==> config.mk <==
export PLATFORM = sky130hd
export DESIGN_NAME = muldiv_divider_flat
export DESIGN_NICKNAME = d
export VERILOG_FILES = /design/src/rtl/muldiv_divider_if.sv /design/src/rtl/muldiv_divider.sv /design/src/flat_wrapper.sv
export SDC_FILE = /design/constraint.sdc
export NUM_CORES = 1
export LEC_CHECK = 0
export ABC_AREA = 1
export CORE_UTILIZATION = 55
export CTS_CLUSTER_DIAMETER = 200
export CTS_CLUSTER_SIZE = 12
export DETAILED_ROUTE_END_ITERATION = 12
export HOLD_SLACK_MARGIN = 0.15
export PLACE_DENSITY_LB_ADDON = 0.1
export SYNTH_ARGS = -nofsm -noshare
export SYNTH_HDL_FRONTEND = slang
export SYNTH_SLANG_ARGS = --single-unit
==> constraint.sdc <==
create_clock -name clk -period 8 [get_ports clk]
set_input_delay 1.2 -clock clk [delete_from_list [all_inputs] [get_ports clk]]
set_output_delay 1.2 -clock clk [all_outputs]
set_load 0.02 [all_outputs]
==> src/rtl/muldiv_divider_if.sv <==
// Handshake and data bundle between the EX stage and the 32-bit divider.
interface muldiv_divider_if;
  logic        start;
  logic [2:0]  funct3;
  logic [31:0] operand1;
  logic [31:0] operand2;
  logic        kill;
  logic        busy;
  logic        stall;
  logic        done;
  logic [31:0] result;

  // Pipeline side: issues requests and flushes, consumes status and result.
  modport master (
    output start, funct3, operand1, operand2, kill,
    input  busy, stall, done, result
  );

  // Divider side.
  modport slave (
    input  start, funct3, operand1, operand2, kill,
    output busy, stall, done, result
  );
endinterface

==> src/rtl/muldiv_divider.sv <==
// Iterative 32-bit restoring divider for DIV/DIVU/REM/REMU.
// Normal operations take 32 CALC steps; divide-by-zero and signed overflow
// take a one-cycle SPEC path with a precomputed result.
module muldiv_divider (
  input  logic              clk,
  input  logic              rst,
  muldiv_divider_if.slave   bus
);

  typedef enum logic [1:0] {
    IDLE = 2'd0,
    SPEC = 2'd1,
    CALC = 2'd2,
    DONE = 2'd3
  } state_t;

  state_t      state_r;
  logic [5:0]  cnt_r;
  logic [63:0] rq_r;          // {partial remainder, dividend/quotient}
  logic [31:0] divisor_r;
  logic        sign1_r;       // dividend negative (signed ops only)
  logic        sign2_r;       // divisor negative (signed ops only)
  logic        rem_r;         // 1: return remainder, 0: return quotient
  logic [31:0] spec_res_r;    // result prepared for the SPEC path
  logic [31:0] result_r;
  logic        busy_r;
  logic        done_r;

  logic        accept_s;
  logic        is_signed_s;
  logic        neg1_s;
  logic        neg2_s;
  logic [31:0] abs1_s;
  logic [31:0] abs2_s;
  logic        div0_s;
  logic        ovf_s;
  logic [64:0] sh_s;
  logic [32:0] diff_s;
  logic [63:0] step_s;
  logic [31:0] q_fix_s;
  logic [31:0] r_fix_s;
  logic [31:0] fin_s;

  // Only the 1x0 encodings (DIV, REM) are signed.
  assign is_signed_s = bus.funct3[2] & ~bus.funct3[0];
  assign neg1_s      = is_signed_s & bus.operand1[31];
  assign neg2_s      = is_signed_s & bus.operand2[31];
  assign abs1_s      = neg1_s ? (32'd0 - bus.operand1) : bus.operand1;
  assign abs2_s      = neg2_s ? (32'd0 - bus.operand2) : bus.operand2;
  assign div0_s      = (bus.operand2 == 32'd0);
  assign ovf_s       = is_signed_s & (bus.operand1 == 32'h8000_0000) &
                       (bus.operand2 == 32'hFFFF_FFFF);
  assign accept_s    = (state_r == IDLE) & bus.start & ~bus.kill;

  // One restoring step: shift left, subtract when the upper 33 bits cover the divisor.
  always_comb begin
    sh_s   = {rq_r, 1'b0};
    diff_s = sh_s[64:32] - {1'b0, divisor_r};
    if (sh_s[64:32] >= {1'b0, divisor_r}) begin
      step_s = {diff_s[31:0], sh_s[31:1], 1'b1};
    end else begin
      step_s = sh_s[63:0];
    end
  end

  // Sign fix-up on the final step: quotient negative when signs differ,
  // remainder follows the dividend.
  always_comb begin
    q_fix_s = (sign1_r ^ sign2_r) ? (32'd0 - step_s[31:0]) : step_s[31:0];
    r_fix_s = sign1_r ? (32'd0 - step_s[63:32]) : step_s[63:32];
    if (rem_r) begin
      fin_s = r_fix_s;
    end else begin
      fin_s = q_fix_s;
    end
  end

  // Control FSM with registered busy/done/result.
  always_ff @(posedge clk) begin
    if (rst) begin
      state_r    <= IDLE;
      cnt_r      <= 6'd0;
      rq_r       <= 64'd0;
      divisor_r  <= 32'd0;
      sign1_r    <= 1'b0;
      sign2_r    <= 1'b0;
      rem_r      <= 1'b0;
      spec_res_r <= 32'd0;
      result_r   <= 32'd0;
      busy_r     <= 1'b0;
      done_r     <= 1'b0;
    end else begin
      done_r <= 1'b0;
      if (bus.kill) begin
        state_r <= IDLE;
        busy_r  <= 1'b0;
      end else begin
        case (state_r)
          IDLE: begin
            if (bus.start) begin
              rem_r     <= bus.funct3[1];
              sign1_r   <= neg1_s;
              sign2_r   <= neg2_s;
              rq_r      <= {32'd0, abs1_s};
              divisor_r <= abs2_s;
              busy_r    <= 1'b1;
              if (div0_s) begin
                // Quotient all ones; remainder is the untouched dividend.
                spec_res_r <= bus.funct3[1] ? bus.operand1 : 32'hFFFF_FFFF;
                state_r    <= SPEC;
              end else if (ovf_s) begin
                spec_res_r <= bus.funct3[1] ? 32'h0000_0000 : 32'h8000_0000;
                state_r    <= SPEC;
              end else begin
                cnt_r   <= 6'd0;
                state_r <= CALC;
              end
            end else begin
              state_r <= IDLE;
            end
          end
          SPEC: begin
            result_r <= spec_res_r;
            done_r   <= 1'b1;
            busy_r   <= 1'b0;
            state_r  <= DONE;
          end
          CALC: begin
            rq_r  <= step_s;
            cnt_r <= cnt_r + 6'd1;
            if (cnt_r == 6'd31) begin
              result_r <= fin_s;
              done_r   <= 1'b1;
              busy_r   <= 1'b0;
              state_r  <= DONE;
            end else begin
              state_r <= CALC;
            end
          end
          DONE: begin
            state_r <= IDLE;
          end
          default: begin
            busy_r  <= 1'b0;
            state_r <= IDLE;
          end
        endcase
      end
    end
  end

  assign bus.busy   = busy_r;
  assign bus.done   = done_r;
  assign bus.result = result_r;
  // Stall already in the accepting cycle; drops in DONE so the result advances.
  assign bus.stall  = accept_s | busy_r;

endmodule

==> src/flat_wrapper.sv <==
// flat-port wrapper written by rule: the top's interface ports become plain ports
module muldiv_divider_flat 
  (clk, rst, bus_start, bus_funct3, bus_operand1, bus_operand2, bus_kill, bus_busy, bus_stall, bus_done, bus_result);
  muldiv_divider_if bus_i ();
  input  logic clk;
  input  logic rst;
  input wire logic [$bits(bus_i.start)-1:0] bus_start;
  input wire logic [$bits(bus_i.funct3)-1:0] bus_funct3;
  input wire logic [$bits(bus_i.operand1)-1:0] bus_operand1;
  input wire logic [$bits(bus_i.operand2)-1:0] bus_operand2;
  input wire logic [$bits(bus_i.kill)-1:0] bus_kill;
  output wire logic [$bits(bus_i.busy)-1:0] bus_busy;
  output wire logic [$bits(bus_i.stall)-1:0] bus_stall;
  output wire logic [$bits(bus_i.done)-1:0] bus_done;
  output wire logic [$bits(bus_i.result)-1:0] bus_result;
  assign bus_i.start = bus_start;
  assign bus_i.funct3 = bus_funct3;
  assign bus_i.operand1 = bus_operand1;
  assign bus_i.operand2 = bus_operand2;
  assign bus_i.kill = bus_kill;
  assign bus_busy = bus_i.busy;
  assign bus_stall = bus_i.stall;
  assign bus_done = bus_i.done;
  assign bus_result = bus_i.result;
  muldiv_divider u_core (.clk(clk), .rst(rst), .bus(bus_i));
endmodule
==> summary.md, run 1 <==
| Metric | Value |
|---|---|
| Status | `finished clean` |
| Design Area, Final | `roughly 15000 µm²` |
| GR Util met1 | `0.552` |
| Synth cell types | `51` |
| Maxcap violations | `0` |
| Post-synth top cells | `nand2_1 (615), inv_1 (264), nor2_1 (242)` |
| Max IR drop VDD | `between 0.1 and 0.15 mV` |
| HP Class | `register to register` |
| RSZ-0062 raised after global routing | `false` |
| DR vias | `15616` |
| Fin Setup TNS | `0 ns` |
| Comb pwr share | `0.273` |
| Cell Rows | `57` |
| Ys flop type | `dfxtp_1` |
| Drt pass-1 iters | `8` |
| Delay-heaviest family, CP | `simple AND/OR/NAND/NOR gates` |
| Skew final | `roughly 0.014 ns` |
| Pwr per Cell Area | `about 160 nW/µm²` |
| Post-detail-place hpwl | `around 37 mm` |
| Post-cts resize count | `0` |
| CTS tree | `built` |
| DIE HEIGHT | `approximately 160 µm` |
| Cell mode on critical path | `nand2_1` |
| Tot GR Track Use | `0.379` |
| CP Data Required Time | `8.29 ns` |
| Total CTS buffers | `17` |
| ANT nets after route | `0` |
| Slew HR | `0.192` |
| GP Congestion | `about 1` |
| Num ports | `roughly 110` |
| Cell with the most instances after synthesis | `nand2_1` |
| Nets | `2433` |
| Sequential share of the synthesized area | `0.252` |
| Hold Fails Final Rpt | `0` |
| Die width | `160 µm` |
| Met3 Use GR | `0.105` |
| Ys async rst share | `0` |
| Flop pwr share | `0.372` |
| Fin crit share | `0.607` |
| Pin count of the biggest net entering global routing | `98` |
| Area leader, netlist | `dfxtp_1` |
| Worst path max stage delay | `approximately 0.53 ns` |
| Area of placed instances | `~15000 µm²` |
| Grt ovf | `0` |
| Global route hottest layer | `met1` |
| FF+latch count, synth | `between 150 and 200` |
| Final WL | `between 40 and 50 mm` |
| Setup bufs post-CTS | `0` |
| Critical Path Sink Type | `register` |
| Maximum clock frequency | `between 0.2 and 0.25 GHz` |
| Drt initial violations | `2062` |
| Internal Power | `approximately 0.0015 W` |
| Vias per inst | `a little under 6` |
| Layout cells sized above 1 | `0.0605` |
| Hold_buf cts | `0` |
| Clock power share | `0.355` |
| Clock-pin slew on the worst setup and hold paths | `roughly 0.08 ns` |
| Area of the core | `about 24000 µm²` |
| Yosys warning count | `0` |
| WS Path Type | `register to register` |
| Vias in the first global route | `13856` |
| Die Area | `~26000 µm²` |
| Clk sinks | `around 170` |
| Final Critical Period | `around 4.9 ns` |
| Final setup viols | `0` |
| Synthesis-to-finish area growth | `12.9%` |
| PortBufs | `105` |
| Post-Syn Area per Cell | `around 6 µm²` |
| Sw frac | `0.379` |
| Root Buffer Master | `clkbuf_16` |
| # diodes | `0` |
| Met2 Track Usage GR | `0.541` |
| WP buf/inv | `3` |
| Post-synthesis cell count | `roughly 2300` |
| Drt drc | `0` |
| Ranking of synthesized cells by area | `dfxtp_1 (25%), nand2_1 (17%), a21oi_1 (8.4%)` |
| Max stage delay cell, worst path | `o41ai_1` |
| Worst EP arrival | `approximately 5 ns` |
| Pleak | `6.86 nW` |
| Crit path launch type | `register` |
| Initial antenna violation count | `0` |
| CTS H-Tree Depth | `4` |
| Worst skew pair latency | `roughly 0.46 ns` |
| CP Max Fanout | `between 40 and 50` |
| Final Slew Violations | `0` |
| Syn_nets | `2391` |
| First-pass GRT wire length | `~76 mm` |
| Post-Syn Area | `~14000 µm²` |
| Maximum buffer depth of the clock tree | `2` |
| Share of the synthesized area in the top cell type | `0.252` |
| Least-Margin Pin Slew | `1.21 ns` |
| Routed len/inst | `approximately 18 µm` |
| Initial Util | `0.563` |
| Post-synth EDFFs | `0` |
| Sw power | `0.000930 W` |
==> worst reg2reg max path, delay by kind of cell, from the launching register on <==
| family | cells | cell delay [ns] |
|---|---|---|
| simple gates | 17 | 2.38 |
| compound gates | 3 | 0.71 |
| fa+ha+maj | 2 | 0.59 |
| buf+inv | 3 | 0.50 |
| flops | 1 | 0.35 |
| xor+xnor | 1 | 0.17 |
==> sequential cells by signal, indices dropped and copies added, names as in the netlist <==
| register | count |
|---|---|
| u_core.bus.result | 32 |
| u_core.rq_r | 64 |
| u_core.divisor_r | 32 |
| u_core.rem_r | 1 |
| u_core.cnt_r | 6 |
| u_core.sign1_r | 1 |
| u_core.state_r | 2 |
| u_core.bus.done | 1 |
| u_core.bus.busy | 1 |
| u_core.spec_res_r | 32 |
| u_core.sign2_r | 1 |
==> logic make-up after synthesis <==
group,Yosys count,synth area share
xor+xnor,60,0.0383
simple gates,1164,0.367
buf+inv,375,0.107
fa+ha+maj,43,0.0398
compound gates,462,0.196
flops,173,0.252
==> power by group through the flow <==
stage	Sequential (W)	Combinational [W]	Clock (W)
final	0.000912	0.000670	0.000872
after global routing	0.000914	0.000734	0.000901
after CTS	0.000910	0.000651	0.000875
after detailed placement	0.000930	0.000646	0
after global placement	0.000929	0.000643	0
after floorplan	0.000923	0.000450	0
==> cells in the final DEF (no fill, tap or decap), drive strengths merged, types with 16 or more instances in the layout <==
master / instances
a21oi: 237
clkbuf: 17
clkdlybuf4s50: 104
dfxtp: 173
ha: 42
inv: 287
nand2: 646
nand3: 151
nand4: 33
nor2: 263
nor3: 39
nor4: 16
o211ai: 58
o21ai: 110
o221ai: 17
xnor2: 18
xor2: 42
==> metrics by stage <==
step	hold WS, ns	power, W	util	setup WS, ns	cells
after global placement	0.453	0.00157	0.610	3.06	2624
after CTS	0.467	0.00244	0.635	3.27	2656
after detailed placement	0.455	0.00158	0.610	2.97	2624
after global routing	0.479	0.00255	0.635	2.62	2656
after floorplan	0.441	0.00137	-	4.29	2277
final	0.467	0.00245	0.635	3.15	2656
==> per-layer routing <==
layer,up-vias,part of all wire
met2,813,0.41
met1,7146,0.45
met3,95,0.12
met5,-,0
li1,7562,-
met4,0,0.026
==> path summary, 6_finish.rpt <==
| check | start | endpoint | slack (ns) | cells after the start |
|---|---|---|---|---|
| max | u_core.divisor_r[18] | u_core.bus.result[28] | 3.15 | 26 |
| min | u_core.bus.result[3] | u_core.bus.result[3] | 0.47 | 2 |
| max reg2reg | u_core.divisor_r[18] | u_core.bus.result[28] | 3.15 | 26 |
| min reg2reg | u_core.bus.result[3] | u_core.bus.result[3] | 0.47 | 2 |
==> area by class of cell <==
| class | count | area [µm²] |
|---|---|---|
| multi-input combinational | 1729 | 8820 |
| inverter | 280 | 1050 |
| sequential | 173 | 3460 |
| clock buffer | 17 | 425 |
| fill | 2413 | 8900 |
| timing repair buffer | 118 | 1150 |
| clock inverter | 15 | 181 |
| tap | 324 | 405 |
(Power assumes the default switching activity.)
==> inputs of run 2 (changes only) <==
clock period = 4.7 ns   (was 8 ns; I/O delays follow)
==> run 2 against run 1 <==
  * Setup slack worse by 2.7 ns
  * Combinational power is 75% higher
  * Highest routed layer unchanged
  * Critical path type unchanged
  * Register-to-register slack worse by 2.7 ns
  * Design area is 0.57% higher
  * Clock power is 65% higher
  * Power is 70% higher
  * Utilization is 0.36 points higher
==> summary.md, run 2 (synthesis results as in run 1) <==
| Metric | Value |
|---|---|
| Status | `finished clean (unchanged)` |
| # diodes | `0 (unchanged)` |
| Hold Path End | `u_core.spec_res_r[3] (was u_core.bus.result[3])` |
| Grt ovf | `0 (unchanged)` |
| Least-Margin Pin Slew | `1.07 ns (was 1.21 ns)` |
| Total CTS buffers | `17 (unchanged)` |
| CTS tree | `built (unchanged)` |
| Max IR drop VDD | `0.189 mV (was 0.134 mV)` |
| Fin crit share | `0.898 (was 0.607)` |
| Nets | `2445 (was 2433)` |
| Worst path max stage delay | `0.49 ns (was 0.53 ns)` |
| Drt initial violations | `2314 (was 2062)` |
| Commonest non-fill, non-tap cell in the layout | `nand2_1 (unchanged)` |
| Root Buffer Master | `clkbuf_16 (unchanged)` |
| Hold Fails Final Rpt | `0 (unchanged)` |
| Initial Util | `0.563 (unchanged)` |
| Drt pass-1 iters | `6 (was 8)` |
| DP Worst Slack | `0.347 ns (was 2.97 ns)` |
| Hold Startpoint | `u_core.spec_res_r[3] (was u_core.bus.result[3])` |
| First-pass GRT wire length | `78.9 mm (was 76.4 mm)` |
| DR vias | `15727 (was 15616)` |
| Reg-to-reg slack, setup | `0.48 ns (was 3.15 ns)` |
| Sw frac | `0.377 (was 0.379)` |
| Maxcap violations | `0 (unchanged)` |
| Clock power share | `0.346 (was 0.355)` |
| Sw power | `0.00157 W (was 0.000930 W)` |
| Post-detail-place hpwl | `39.4 mm (was 37.3 mm)` |
| Final WL | `50.7 mm (was 48.9 mm)` |
| Hold_buf cts | `0 (unchanged)` |
| Flop pwr share | `0.373 (was 0.372)` |
| Pwr per Cell Area | `267 nW/µm² (was 158 nW/µm²)` |
| Routed len/inst | `19.0 µm (was 18.4 µm)` |
| Largest Register | `u_core.rq_r (unchanged)` |
| Drt drc | `0 (unchanged)` |
| Internal Power | `0.00259 W (was 0.00152 W)` |
| WS Path Type | `register to register (unchanged)` |
| Power, Total | `0.00416 W (was 0.00245 W)` |
| Clk sinks | `173 (unchanged)` |
| PortBufs | `105 (unchanged)` |
| Setup ws final | `0.477 ns (was 3.15 ns)` |
| CP Data Required Time | `4.99 ns (was 8.29 ns)` |
| R2R cell count | `24 (was 26)` |
| Maximum clock frequency | `0.237 GHz (was 0.206 GHz)` |
| Area of placed instances | `15000 µm² (was 14900 µm²)` |
| Slew HR | `0.283 (was 0.192)` |
| Worst skew pair latency | `0.45 ns (was 0.46 ns)` |
| Comb pwr share | `0.281 (was 0.273)` |
| Synthesis-to-finish area growth | `13.6% (was 12.9%)` |
| Die Area | `25600 µm² (unchanged)` |
| Die width | `160 µm (unchanged)` |
| Final Non-Filler Cells | `2668 (was 2656)` |
| Crit path launch type | `register (unchanged)` |
| Initial antenna violation count | `0 (unchanged)` |
| Vias per inst | `5.89 (was 5.88)` |
| Cell mode on critical path | `nand2_1 (unchanged)` |
| GP Congestion | `0.991 (was 1.03)` |
| Area of the core | `24400 µm² (unchanged)` |
| Final Critical Period | `4.22 ns (was 4.85 ns)` |
| DIE HEIGHT | `160 µm (unchanged)` |
| Worst reg2reg startpoint | `u_core.divisor_r[8] (was u_core.divisor_r[18])` |
| Final Slew Violations | `0 (unchanged)` |
| CP Max Fanout | `20 (was 45)` |
| Layout cells sized above 1 | `0.0657 (was 0.0605)` |
| RSZ-0062 raised after global routing | `false (unchanged)` |
| CTS H-Tree Depth | `4 (unchanged)` |
| Clock-pin slew on the worst setup and hold paths | `0.08 ns (about the same)` |
| Tot GR Track Use | `0.396 (was 0.379)` |
| HP Class | `register to register (unchanged)` |
| Pleak | `6.91 nW (was 6.86 nW)` |
| Fin Setup TNS | `0 ns (unchanged)` |
| Worst EP arrival | `4.51 ns (was 5.14 ns)` |
| Placed Cells | `2632 (was 2624)` |
| CP Cell Sequence | `inv_1 -> ha_1 -> nand2_2 -> inv_2 -> a21oi_2 -> nand3_2 -> nand2_1 -> nand2_1 -> nand2_4 -> nand2_8 -> inv_2 -> ha_1 -> inv_1 -> nor3_1 -> nand2_1 -> nor3_2 -> nand4_1 -> o41ai_1 -> nand2_1 -> xor2_1 -> a21oi_1 -> nand2_1 -> nand2_1 -> a21oi_2` |
| Max reg flops | `64 (unchanged)` |
| ANT nets after route | `0 (unchanged)` |
| Skew final | `0.0136 ns (was 0.0142 ns)` |
| Max stage delay cell, worst path | `o41ai_1 (unchanged)` |
| Final setup viols | `0 (unchanged)` |
| Maximum buffer depth of the clock tree | `2 (unchanged)` |
| Hold Path Stages | `2 (unchanged)` |
| Num ports | `106 (unchanged)` |
| Critical Path Sink Type | `register (unchanged)` |
| Pin count of the biggest net entering global routing | `95 (was 98)` |
| Design Area, Final | `15600 µm² (was 15500 µm²)` |
| Cell Rows | `57 (unchanged)` |
| Worst r2r dst | `u_core.bus.result[28] (unchanged)` |
| Vias in the first global route | `14044 (was 13856)` |
| Most frequent cells in the layout | `nand2_1 (615), inv_1 (264), nor2_1 (239) (unchanged)` |
run 2: stage by stage:
step / hold WS, ns / util
2_1_floorplan: 0.441 / -
3_3_place_gp: 0.452 / 0.613
3_5_place_dp: 0.454 / 0.613
4_1_cts: 0.465 / 0.637
5_1_grt: 0.486 / 0.639
6_report: 0.464 / 0.639
run 2: what timing repair did:
| item | CTS | global route |
|---|---|---|
| buffers inserted | 0 | 4 |
| endpoints found under the hold margin | 0 | 0 |
| endpoints found under the setup margin | 0 | 4 |
| resized for setup | 0 | 2 |
run 2: critical path, delay by kind of cell (launching register included):
family,cells,cell delay (ns)
AND/OR/NAND/NOR,13,1.94
buffers and inverters,4,0.24
AO/OA/AOI/OAI,4,0.83
adder cells (fa/ha/maj),2,0.51
XOR/XNOR,1,0.16
flip-flops,1,0.34
run 2: cell type report:
cell class | instances | area, µm²
Multi-Input combinational cell | 1729 | 8830
Fill cell | 2396 | 8810
Sequential cell | 173 | 3460
Timing Repair Buffer | 130 | 1250
Inverter | 280 | 1050
Clock buffer | 18 | 439
Tap cell | 324 | 405
Clock inverter | 14 | 149
run 2: worst max path at each step:
stage                                    start               endpoint  slack, ns  depth (start not counted)
after floorplan            u_core.divisor_r[8]  u_core.bus.result[28]       0.99                         25
after detailed placement  u_core.divisor_r[20]  u_core.bus.result[28]       0.35                         24
after global routing       u_core.divisor_r[7]  u_core.bus.result[26]       0.07                         27
after CTS                 u_core.divisor_r[20]  u_core.bus.result[28]       0.33                         24
final                      u_core.divisor_r[8]  u_core.bus.result[28]       0.48                         24
after global placement    u_core.divisor_r[20]  u_core.bus.result[28]       0.46                         24
run 2: per-layer routing:
metal  part of all wire  global-route usage
met5                  0                   0
met4              0.024               0.110
met2               0.41               0.576
met3               0.11              0.0868
met1               0.45               0.582
run 2: power by group through the flow:
stage / clock network [W] / logic (W) / registers [W]
floorplan: 0 / 0.000766 / 0.00157
global placement: 0 / 0.00111 / 0.00158
detailed placement: 0 / 0.00112 / 0.00158
CTS: 0.00144 / 0.00113 / 0.00155
global route: 0.00150 / 0.00128 / 0.00156
finish: 0.00144 / 0.00117 / 0.00155
==> inputs of run 3 (changes only) <==
GPL_TIMING_DRIVEN = 0   (was not set)
==> run 3 against run 2 <==
  * Register-to-register slack worse by 0.28 ns
  * Die area unchanged
  * Non-clock buffer count up 76
  * Flip-flop and latch count unchanged
  * Critical path type unchanged
==> summary.md, run 3 (synthesis results as in run 1) <==
| Metric | Value |
|---|---|
| Area of the core | `24400 µm² (unchanged)` |
| Commonest non-fill, non-tap cell in the layout | `nand2_1 (unchanged)` |
| Drt initial violations | `2216 (was 2314)` |
| Layout cells sized above 1 | `0.0628 (was 0.0657)` |
| Drt drc | `0 (unchanged)` |
| Initial antenna violation count | `0 (unchanged)` |
| Fin crit share | `0.959 (was 0.898)` |
| Pin count of the biggest net entering global routing | `20 (was 95)` |
| Routed len/inst | `19.2 µm (was 19.0 µm)` |
| Max stage delay cell, worst path | `o41ai_1 (unchanged)` |
| DIE HEIGHT | `160 µm (unchanged)` |
| # fillers | `2390 (was 2396)` |
| Max reg flops | `64 (unchanged)` |
| Num ports | `106 (unchanged)` |
| Final WL | `52.7 mm (was 50.7 mm)` |
| Maximum buffer depth of the clock tree | `2 (unchanged)` |
| Synthesis-to-finish area growth | `15.6% (was 13.6%)` |
| Most frequent cells in the layout | `nand2_1 (613), inv_1 (264), nor2_1 (242) (was nand2_1 (615), inv_1 (264), nor2_1 (239))` |
| CP Data Required Time | `5.02 ns (was 4.99 ns)` |
| Vias in the first global route | `14469 (was 14044)` |
| Final Critical Period | `4.51 ns (was 4.22 ns)` |
| HP Class | `register to register (unchanged)` |
| Critical Path Sink Type | `register (unchanged)` |
| Pwr per Cell Area | `266 nW/µm² (was 267 nW/µm²)` |
| Worst path max stage delay | `0.57 ns (was 0.49 ns)` |
| Post-detail-place hpwl | `42.5 mm (was 39.4 mm)` |
| Vias per inst | `5.90 (was 5.89)` |
| # diodes | `0 (unchanged)` |
| Maxcap violations | `0 (unchanged)` |
| Least-Margin Pin Slew | `0.971 ns (was 1.07 ns)` |
| First-pass GRT wire length | `80.4 mm (was 78.9 mm)` |
| Drt pass-1 iters | `6 (unchanged)` |
| WS Path Type | `register to register (unchanged)` |
| Die width | `160 µm (unchanged)` |
| Worst EP arrival | `4.83 ns (was 4.51 ns)` |
| Clk sinks | `173 (unchanged)` |
| DR vias | `16188 (was 15727)` |
| Root Buffer Master | `clkbuf_16 (unchanged)` |
| Initial Util | `0.563 (unchanged)` |
| GP Congestion | `0.996 (was 0.991)` |
| Power, Total | `0.00422 W (was 0.00416 W)` |
| Hold Fails Final Rpt | `0 (unchanged)` |
| Clock-pin slew on the worst setup and hold paths | `0.09 ns (was 0.08 ns)` |
| Global route hottest layer | `met2 (was met1)` |
| Maximum clock frequency | `0.222 GHz (was 0.237 GHz)` |
| Design Area, Final | `15900 µm² (was 15600 µm²)` |
| Total CTS buffers | `17 (unchanged)` |
| CTS H-Tree Depth | `4 (unchanged)` |
| Die Area | `25600 µm² (unchanged)` |
| Cell mode on critical path | `nand2_1 (unchanged)` |
| Status | `finished clean (unchanged)` |
| Nets | `2521 (was 2445)` |
| Grt ovf | `0 (unchanged)` |
| Met3 Use GR | `0.0997 (was 0.0868)` |
| Largest Register | `u_core.rq_r (unchanged)` |
| Final Slew Violations | `0 (unchanged)` |
| Crit path launch type | `register (unchanged)` |
| Max IR drop VDD | `0.247 mV (was 0.189 mV)` |
| PortBufs | `104 (was 105)` |
| Tot GR Track Use | `0.406 (was 0.396)` |
| Area of placed instances | `15200 µm² (was 15000 µm²)` |
| Hold slack | `0.466 ns (was 0.464 ns)` |
| CTS tree | `built (unchanged)` |
| Fin Setup TNS | `0 ns (unchanged)` |
| Met2 Track Usage GR | `0.602 (was 0.576)` |
| Final Util | `0.650 (was 0.639)` |
| Slew HR | `0.349 (was 0.283)` |
| Cell Rows | `57 (unchanged)` |
| ANT nets after route | `0 (unchanged)` |
| CP Max Fanout | `10 (was 20)` |
| Final setup viols | `0 (unchanged)` |
| Skew final | `0.0183 ns (was 0.0136 ns)` |
| Pleak | `6.97 nW (was 6.91 nW)` |
| GR Util met1 | `0.580 (was 0.582)` |
| Worst skew pair latency | `0.45 ns (about the same)` |
## run 3: changes by cell type in the layout (fill, tap and decap cells not counted), sizes merged
cell      previous run  this run
inv                284       287
clkbuf              18        90
clkinv               9         6
buf                 26        29
clkinvlp             1         2
## run 3: what timing repair did
| action | in CTS | in global routing |
|---|---|---|
| pin swaps | 1 | 4 |
| buffers inserted | 1 | 6 |
| resized for setup | 0 | 10 |
| gates cloned | 0 | 0 |
| hold buffers | 0 | 0 |
| setup endpoints to repair | 2 | 10 |
## run 3: final cells by class
cell class	count	area (µm²)	area share
sequential	173	3460	0.218
clock inverter	15	169	0.0107
clock buffer	17	425	0.0268
timing repair buffer	111	1090	0.0690
inverter	280	1050	0.0663
buffer	95	413	0.0260
tap	324	405	0.0256
multi-input combinational	1729	8840	0.557
## run 3: worst max-delay path, delay by kind of cell (launching register included)
family / cells / cell delay [ns]
AOI/OAI and AO/OA: 4 / 1.00
buffers and inverters: 4 / 0.47
DFF: 1 / 0.31
adders and majority gates: 2 / 0.60
and+or+nand+nor: 14 / 1.81
xor gates and xnor gates: 1 / 0.18
## run 3: path summary, 6_finish.rpt
path                                             from                    end  slack (ns)  cells past startpoint
worst max-delay path             u_core.divisor_r[20]  u_core.bus.result[28]        0.19                     25
worst max register to register   u_core.divisor_r[20]  u_core.bus.result[28]        0.19                     25
worst min-delay path            u_core.bus.result[20]  u_core.bus.result[20]        0.47                      2
worst min register to register  u_core.bus.result[20]  u_core.bus.result[20]        0.47                      2
## run 3: routing by layer
layer | routed length (µm) | up-vias
met5 | 0 | -
met4 | 1350 | 0
met3 | 6380 | 107
met2 | 22000 | 903
met1 | 22900 | 7435
li1 | - | 7743
## run 3: power breakdown
group          internal, W  leakage [nW]  switching [W]
Clock             0.000719         0.284       0.000743
Combinational     0.000377          5.28       0.000825
Sequential         0.00151          1.40      0.0000482
Total              0.00261          6.97        0.00162
## run 3: through the flow
stage / setup WS (ns) / std cells
after global routing: -0.0115 / 2744
after floorplan: 0.988 / 2277
after CTS: 0.0115 / 2738
after global placement: -0.0893 / 2705
after detailed placement: -0.0570 / 2705
final: 0.193 / 2744
